===== src/rtl/si534x_cfg_seq.sv =====
// Si534x register-load sequencer: walks a {page, reg, data...} ROM and streams
// I2C write transactions to a byte-level master, skipping redundant page writes.
module si534x_cfg_seq #(
  parameter int unsigned           MEM_DEPTH    = 326,
  parameter int unsigned           MEM_WIDTH    = 24,
  parameter int unsigned           DATA_WIDTH   = 8,
  parameter logic [6:0]            SLAVE_ADDR   = 7'h74,
  parameter logic [DATA_WIDTH-1:0] PAGE_REG     = 8'h01,
  parameter int unsigned           PAUSE_IDX    = 2,
  parameter int unsigned           PAUSE_CYCLES = 37_500_000,
  parameter int unsigned           ADDR_W       = $clog2(MEM_DEPTH)
) (
  input  logic                  clk_i,
  input  logic                  arstn_i,
  input  logic                  start_i,
  output logic [ADDR_W-1:0]     rom_addr_o,
  input  logic [MEM_WIDTH-1:0]  rom_data_i,
  output logic [DATA_WIDTH-1:0] m_data_o,
  output logic                  m_valid_o,
  input  logic                  m_ready_i,
  output logic                  m_first_o,
  output logic                  m_last_o,
  input  logic                  xfer_done_i,
  input  logic                  nack_i,
  output logic                  busy_o,
  output logic                  done_o,
  output logic                  err_o,
  output logic [ADDR_W-1:0]     entry_idx_o
);

  localparam int unsigned NB   = MEM_WIDTH / DATA_WIDTH;
  localparam int unsigned BC_W = $clog2(NB);
  localparam int unsigned PC_W = (PAUSE_CYCLES > 1) ? $clog2(PAUSE_CYCLES) : 1;
  localparam logic [DATA_WIDTH-1:0] ADDR_BYTE = DATA_WIDTH'({SLAVE_ADDR, 1'b0});

  typedef enum logic [3:0] {
    S_IDLE, S_FETCH, S_LATCH, S_PG_TX, S_PG_WAIT,
    S_WR_TX, S_WR_WAIT, S_PAUSE, S_DONE, S_ERR
  } state_e;

  state_e                state_q, state_d;
  logic [ADDR_W-1:0]     idx_q, idx_d;
  logic [MEM_WIDTH-1:0]  entry_q, entry_d;
  logic [DATA_WIDTH-1:0] cache_q, cache_d;
  logic                  cache_vld_q, cache_vld_d;
  logic [BC_W-1:0]       bcnt_q, bcnt_d;
  logic [PC_W-1:0]       pcnt_q, pcnt_d;
  logic                  valid_q, valid_d;
  logic [DATA_WIDTH-1:0] data_q, data_d;
  logic                  first_q, first_d;
  logic                  last_q, last_d;
  logic                  busy_q, busy_d;
  logic                  done_q, done_d;
  logic                  err_q, err_d;

  // Byte i of the current transaction; index 0 is always the address byte.
  function automatic logic [DATA_WIDTH-1:0] tx_byte(input logic pg,
                                                    input logic [MEM_WIDTH-1:0] entry,
                                                    input logic [BC_W-1:0] i);
    logic [DATA_WIDTH-1:0] b;
    logic [MEM_WIDTH-1:0]  sh;
    sh = entry >> (DATA_WIDTH * (NB - 1 - 32'(i)));
    if (i == '0)    b = ADDR_BYTE;
    else if (!pg)   b = sh[DATA_WIDTH-1:0];
    else if (i == BC_W'(1)) b = PAGE_REG;
    else            b = entry[MEM_WIDTH-1 -: DATA_WIDTH];
    return b;
  endfunction

  always_comb begin
    logic [BC_W-1:0] nxt;
    logic            is_pg;
    state_d     = state_q;
    idx_d       = idx_q;
    entry_d     = entry_q;
    cache_d     = cache_q;
    cache_vld_d = cache_vld_q;
    bcnt_d      = bcnt_q;
    pcnt_d      = pcnt_q;
    valid_d     = valid_q;
    data_d      = data_q;
    first_d     = first_q;
    last_d      = last_q;
    busy_d      = busy_q;
    done_d      = done_q;
    err_d       = err_q;
    nxt         = bcnt_q + BC_W'(1);
    is_pg       = (state_q == S_PG_TX);

    case (state_q)
      S_IDLE: begin
        if (start_i) begin
          state_d     = S_FETCH;
          idx_d       = '0;
          done_d      = 1'b0;
          err_d       = 1'b0;
          cache_vld_d = 1'b0;
          busy_d      = 1'b1;
        end
      end
      S_FETCH: state_d = S_LATCH;
      S_LATCH: begin
        entry_d = rom_data_i;
        bcnt_d  = '0;
        valid_d = 1'b1;
        data_d  = ADDR_BYTE;
        first_d = 1'b1;
        last_d  = 1'b0;
        if (!cache_vld_q || (cache_q != rom_data_i[MEM_WIDTH-1 -: DATA_WIDTH]))
          state_d = S_PG_TX;
        else
          state_d = S_WR_TX;
      end
      S_PG_TX, S_WR_TX: begin
        if (valid_q && m_ready_i) begin
          if (last_q) begin
            valid_d = 1'b0;
            last_d  = 1'b0;
            state_d = is_pg ? S_PG_WAIT : S_WR_WAIT;
          end else begin
            bcnt_d  = nxt;
            data_d  = tx_byte(is_pg, entry_q, nxt);
            first_d = 1'b0;
            last_d  = is_pg ? (nxt == BC_W'(2)) : (nxt == BC_W'(NB - 1));
          end
        end
      end
      S_PG_WAIT: begin
        if (xfer_done_i) begin
          if (nack_i) begin
            state_d = S_ERR;
          end else begin
            cache_d     = entry_q[MEM_WIDTH-1 -: DATA_WIDTH];
            cache_vld_d = 1'b1;
            bcnt_d      = '0;
            valid_d     = 1'b1;
            data_d      = ADDR_BYTE;
            first_d     = 1'b1;
            state_d     = S_WR_TX;
          end
        end
      end
      S_WR_WAIT: begin
        if (xfer_done_i) begin
          if (nack_i) begin
            state_d = S_ERR;
          end else if (idx_q == ADDR_W'(MEM_DEPTH - 1)) begin
            state_d = S_DONE;
          end else if (32'(idx_q) == PAUSE_IDX) begin
            pcnt_d  = PC_W'(PAUSE_CYCLES - 1);
            state_d = S_PAUSE;
          end else begin
            idx_d   = idx_q + ADDR_W'(1);
            state_d = S_FETCH;
          end
        end
      end
      S_PAUSE: begin
        if (pcnt_q == '0) begin
          idx_d   = idx_q + ADDR_W'(1);
          state_d = S_FETCH;
        end else begin
          pcnt_d = pcnt_q - PC_W'(1);
        end
      end
      S_DONE: begin
        done_d  = 1'b1;
        busy_d  = 1'b0;
        state_d = S_IDLE;
      end
      S_ERR: begin
        err_d   = 1'b1;
        busy_d  = 1'b0;
        state_d = S_IDLE;
      end
      default: state_d = S_IDLE;
    endcase
  end

  always_ff @(posedge clk_i or negedge arstn_i) begin
    if (!arstn_i) begin
      state_q     <= S_IDLE;
      idx_q       <= '0;
      entry_q     <= '0;
      cache_q     <= '0;
      cache_vld_q <= 1'b0;
      bcnt_q      <= '0;
      pcnt_q      <= '0;
      valid_q     <= 1'b0;
      data_q      <= '0;
      first_q     <= 1'b0;
      last_q      <= 1'b0;
      busy_q      <= 1'b0;
      done_q      <= 1'b0;
      err_q       <= 1'b0;
    end else begin
      state_q     <= state_d;
      idx_q       <= idx_d;
      entry_q     <= entry_d;
      cache_q     <= cache_d;
      cache_vld_q <= cache_vld_d;
      bcnt_q      <= bcnt_d;
      pcnt_q      <= pcnt_d;
      valid_q     <= valid_d;
      data_q      <= data_d;
      first_q     <= first_d;
      last_q      <= last_d;
      busy_q      <= busy_d;
      done_q      <= done_d;
      err_q       <= err_d;
    end
  end

  assign rom_addr_o  = idx_q;
  assign entry_idx_o = idx_q;
  assign m_data_o    = data_q;
  assign m_valid_o   = valid_q;
  assign m_first_o   = first_q;
  assign m_last_o    = last_q;
  assign busy_o      = busy_q;
  assign done_o      = done_q;
  assign err_o       = err_q;

endmodule


===== config.mk =====
export PLATFORM = sky130hd
export DESIGN_NAME = si534x_cfg_seq
export DESIGN_NICKNAME = d
export VERILOG_FILES = /design/src/rtl/si534x_cfg_seq.sv
export SDC_FILE = /design/constraint.sdc
export NUM_CORES = 1
export LEC_CHECK = 0
export CAP_MARGIN = 30
export CORE_ASPECT_RATIO = 1.2
export CORE_MARGIN = 2
export CORE_UTILIZATION = 35
export DETAILED_ROUTE_END_ITERATION = 8
export PLACE_DENSITY_LB_ADDON = 0.1
export SLEW_MARGIN = 0
export SYNTH_ARGS = -nofsm -noshare
export SYNTH_HDL_FRONTEND = slang
export SYNTH_SLANG_ARGS = --single-unit

===== constraint.sdc =====
create_clock -name clk_i -period 2.9 [get_ports clk_i]
set_clock_uncertainty 0.05 [all_clocks]
set_input_delay 0.87 -clock clk_i [delete_from_list [all_inputs] [get_ports clk_i]]
set_output_delay 0.87 -clock clk_i [all_outputs]
set_load 0.05 [all_outputs]

[After elaboration in Yosys (flattened, before gate mapping)]
Cells that the tools add are included.
Cells by class
  reduce and logical (&&, ||, !) cells: 27
  equal/unequal tests: 27
  shift operators: 1
  mux-type cells: 56
  add/sub/neg operators: 4
  bitwise operators: 1
Operators by type and width (count)
  $mux 26: 5
  $mux 8: 7
  $mux 9: 6
  $pmux 26 s2: 1
  $mux 4: 9
  $shr 24x32->8: 1
  $pmux 4 s7: 1
  $pmux 9 s3: 1
  $logic_not 26->1: 1
  $ne 2x2->1 const B: 13
  $sub 26x1->26 const B: 1
  $pmux 8 s3: 1
  $eq 4x3->1 const B: 4
  $reduce_and 6->1: 2
  $reduce_bool 2->1: 6
  $mux 1: 10
  $mux 2: 5
  $pmux 1 s2: 5
  $reduce_and 5->1: 2
  $add 9x1->9 const B: 1
  $eq 9x2->1 const B: 1
  $eq 9x9->1 const B: 1
  $eq 4x2->1 const B: 2
  $eq 4x4->1 const B: 2
  21 further kinds: 28
Storage, ports and cells
  register bits after elaboration: 88
  input port bits: 30
  output and inout bits: 32
  logic and storage cells: 130

[Longest topological paths before layout]
  depth in word-level cells: 8
  gate-level depth with buffers: 9

[Worst setup path after synthesis]
No wires, ideal clock.
  path kind: register -> register
  start: reg bcnt_q[0]
  end: reg data_q[7], in the netlist m_data_o[7]
  data required time: 2.718 ns
  setup time: 0.132 ns
  path slack: 0.522 ns
  cell stages (with the launch flop): 10
  arrival: 2.196 ns
  cell sequence: dfrtp_1 -> buf_1 -> inv_1 -> ha_1 -> clkbuf_1 -> nor2_1 -> a22oi_1 -> nor2_1 -> a2111oi_0 -> nor2_1
Between the ends
  cells in the longest elaborated chain, start to end: 8
  elaborated cells between the ends (all ways): 11
RTL lines
  start, declared: RTL line 46  | logic [BC_W-1:0] bcnt_q, bcnt_d;
  start signal, assigned: RTL line 202  | bcnt_q <= bcnt_d;
  $add 2x1->2 (*): RTL line 87  | nxt = bcnt_q + BC_W'(1);
  $sub 2x2->3 / $eq 2x1->1 (equally long branches): RTL line 62, 65
  $shr 24x32->8 / $mux 8 (equally long branches): RTL line 62, 65
  $mux 8: RTL line 64  | else if (!pg) b = sh[DATA_WIDTH-1:0];
  $mux 8 (*): RTL line 63  | if (i == '0) b = ADDR_BYTE;
  $mux 8 (*): RTL line 116  | if (last_q) begin
  $mux 8 (*): RTL line 115  | if (valid_q && m_ready_i) begin
  $pmux 8 s3 (*): RTL line 90  | case (state_q)
  end signal, assigned: RTL line 205  | data_q <= data_d;
  end, declared: RTL line 49  | logic [DATA_WIDTH-1:0] data_q, data_d;
Every way passes the cells marked *; elsewhere a longest branch is shown, timed or not. The select of a mux whose other input is x is not followed.
A chain may end at the register's enable or synchronous reset.

[Final worst setup path]
  start: reg idx_q[6], in the netlist entry_idx_o[6]
  end: out entry_idx_o[6]
RTL lines
  start, declared: RTL line 42  | logic [ADDR_W-1:0] idx_q, idx_d;
  start signal, assigned: RTL line 198  | idx_q <= idx_d;
  end, declared: RTL line 28  | output logic [ADDR_W-1:0] entry_idx_o
No word-level cell between the ends.

==> impl_metrics.tcl <==
set metrics [dict create \
    status "finished, final reports clean" \
    place_hpwl_um 8750 \
    grt_first_pass_wirelength_um 20500 \
    synth_top_cell_area_share_pct 45.7 \
    drt-total-wl_um 12100 \
    cts.sinks 88 \
    tightest_slew_ns 0.833 \
    synth_ff_type "dfrtp_1" \
    syn-cell-area_um2 4820 \
    power.leakage_nw 2.38 \
    gp_congestion 0.774 \
    core_area_um2 13600 \
    via_per_inst 5.51 \
    slew_violations 0 \
    cts-hold-fix-buffers 0 \
    cp.arrival_ns 1.74 \
    fin_crit_sh_pct 91.8 \
    synth_warnings 0 \
    start_kind "register" \
    async_flop_share_pct 100 \
    wl_per_cell_um 16.9 \
    worstSetupStartpoint "entry_idx_o[6]" \
    p_clk_share_pct 20.8 \
    pwr-share-comb_pct 40.5 \
    cts_resized 0 \
    insertion_delay_ns 0.35 \
    dr.pass1.iters 4 \
    ioPinCount 62 \
    die_w_um 111 \
    synth.net_count 508 \
    yosys.area.top_type "dfrtp_1" \
    irDropWorstVdd_mv 0.365 \
    synth.most_common_cell "dfrtp_1" \
    h-tree-depth 3 \
    grt_pass1_vias 4038 \
    seqPwrFrac_pct 38.7 \
    cts_buffers 9 \
    rsz0062_at_grt "false" \
    final_nets 577 \
    die-area_um2 14700 \
    fmax_ghz 0.376 \
    vias 3939 \
    cp_max_fo 11 \
    critPathTopFamily "buffers and inverters" \
    internal_power_w 0.00321 \
    layout_setup_ws_ns 0.238 \
    synth_common_cells "dfrtp_1, nor2_1, mux2_2" \
    floorplan.initialDensity_pct 35.3 \
    antenna_found_initial 0 \
    drtIter0Drc 248 \
    cpMaxStageDelayCell "clkdlybuf4s50_1" \
    p_sw_share_pct 39.7 \
    r2r.worst_path.cells 6 \
    path_clk_slew_ns 0.06 \
    slew_headroom_pct 44.2 \
    cp_num_cells 1 \
    worstSetupEndpointType "primary output" \
    r2r-start "state_q[0]" \
    gr-usage-all-layers_pct 17.2 \
    drive_above_1_share_pct 18.6 \
    cts_root_buf "clkbuf_16" \
    die_y_um 133 \
    area_growth_pct 23.9 \
    synth_cell_type_count 71 \
    placementRows 47 \
    min-delay-path-class "in2async" \
    syn_inst 470 \
    synth-seq-cells 88 \
    slowest_delay_ns 0.87 \
    power.density_nw_per_um2 892 \
    worstSetupPathType "reg2out" \
    syn_area_per_cell_um2 10.3 \
    cts_tree "done" \
    crit_path_cell_trace "clkdlybuf4s50_1" \
    max_cap_viol_count 0 \
    antenna_cells 0 \
    totalPowerFinal_w 0.00533 \
    overflow 0 \
    drc 0 \
    ys_seq_area_share_pct 45.7 \
    worstPathRequired_ns 1.98 \
    postCtsSetupBuffers 0 \
    synth_edf_count 0 \
    synth_top_cells_by_area "dfrtp_1, mux2_2, o21ai_0, nor2_1, a21oi_1" \
    ctsLongestPathBuffers 2 \
    period_needed_ns 2.66 \
    crit_buf_inv 1 \
    final-hold-violation-count 0 \
    antenna_left 0 \
    setup_violations 0 \
    port_buffers 61 \
    switchingPower_w 0.00212 \
    grt_max_degree 63 \
    dpl_worst_slack_ns -0.0290 \
]
[power groups by stage]
stage	Combinational [W]	Clock [W]	Sequential, W
after detailed placement	0.00217	0	0.00209
after global routing	0.00239	0.00119	0.00213
after CTS	0.00218	0.00114	0.00207
after global placement	0.00214	0	0.00208
final	0.00216	0.00111	0.00206
after floorplan	0.00141	0	0.00212
[layout by cell type, fill, tap and decap left out, types with 6 or more instances in the layout]
master           synthesis  final
dfrtp_1                 88     88
clkdlybuf4s50_1          0     60
nor2_1                  41     41
mux2_2                  37     37
o21ai_0                 32     32
buf_4                    9     26
a21oi_1                 24     24
nand2_1                 19     19
o31ai_1                 14     14
nand3_1                 12     12
nor3_1                  11     11
inv_1                   11     11
xor2_1                  11     11
nor4_1                   9      9
and3_1                   9      9
clkbuf_16                0      9
ha_1                     8      8
or3_1                    7      7
a2111oi_0                6      6
a31oi_1                  6      6
[registers in the layout, summed over array words and instances (netlist names)]
register	cells
bcnt_q	2
cache_vld_q	1
busy_o	1
entry_q	24
entry_idx_o	9
m_last_o	1
m_first_o	1
err_o	1
state_q	4
pcnt_q	26
m_valid_o	1
cache_q	8
done_o	1
m_data_o	8
[metal layers]
metal / vias to the layer above / track usage [%] / part of all wire [%]
met5: - / 0 / 0
met4: 0 / 7.13 / 2.1
met3: 18 / 3.44 / 4.2
met2: 71 / 30.3 / 50
met1: 1942 / 20.4 / 44
li1: 1908 / - / -
[cells by family (layout without fill, tap and decap cells)]
family	Yosys count	in the layout	share of synthesized area, %
muxes	39	39	9.06
adders and majority gates	8	8	2.08
DFF	88	88	45.7
and+or+nand+nor	158	158	19.4
AOI/OAI and AO/OA	122	122	16.9
xor gates and xnor gates	15	15	2.72
buffers and inverters	40	114	4.15
[final timing paths]
| kind | slack [ns] | end |
|---|---|---|
| min | 0.38 | entry_idx_o[0] |
| min reg2reg | 0.44 | m_data_o[2] |
| max | 0.24 | entry_idx_o[6] |
| max reg2reg | 0.44 | pcnt_q[21] |
| max in group asynchronous | 1.75 | pcnt_q[21] |
| min in group clk_i | 0.44 | m_data_o[2] |
[per-stage QoR]
step	setup TNS [ns]	util [%]	cell area, um2	instances	hold WS [ns]
after floorplan	0	-	4820	470	0.415
after global placement	0	41.8	5700	699	0.417
after detailed placement	-0.0455	41.8	5700	699	0.433
after CTS	0	43.8	5980	715	0.395
after global routing	0	43.8	5980	715	0.416
final	0	43.8	5980	715	0.382
[final cells by class]
class | count | area [um2]
fill | 1337 | 7670
multi-input combinational | 342 | 2430
sequential | 88 | 2200
timing repair buffer | 87 | 816
clock buffer | 11 | 243
tap | 171 | 214
inverter | 11 | 41.3
clock inverter | 5 | 31.3
No activity file was read; power rests on OpenSTA's default activity.
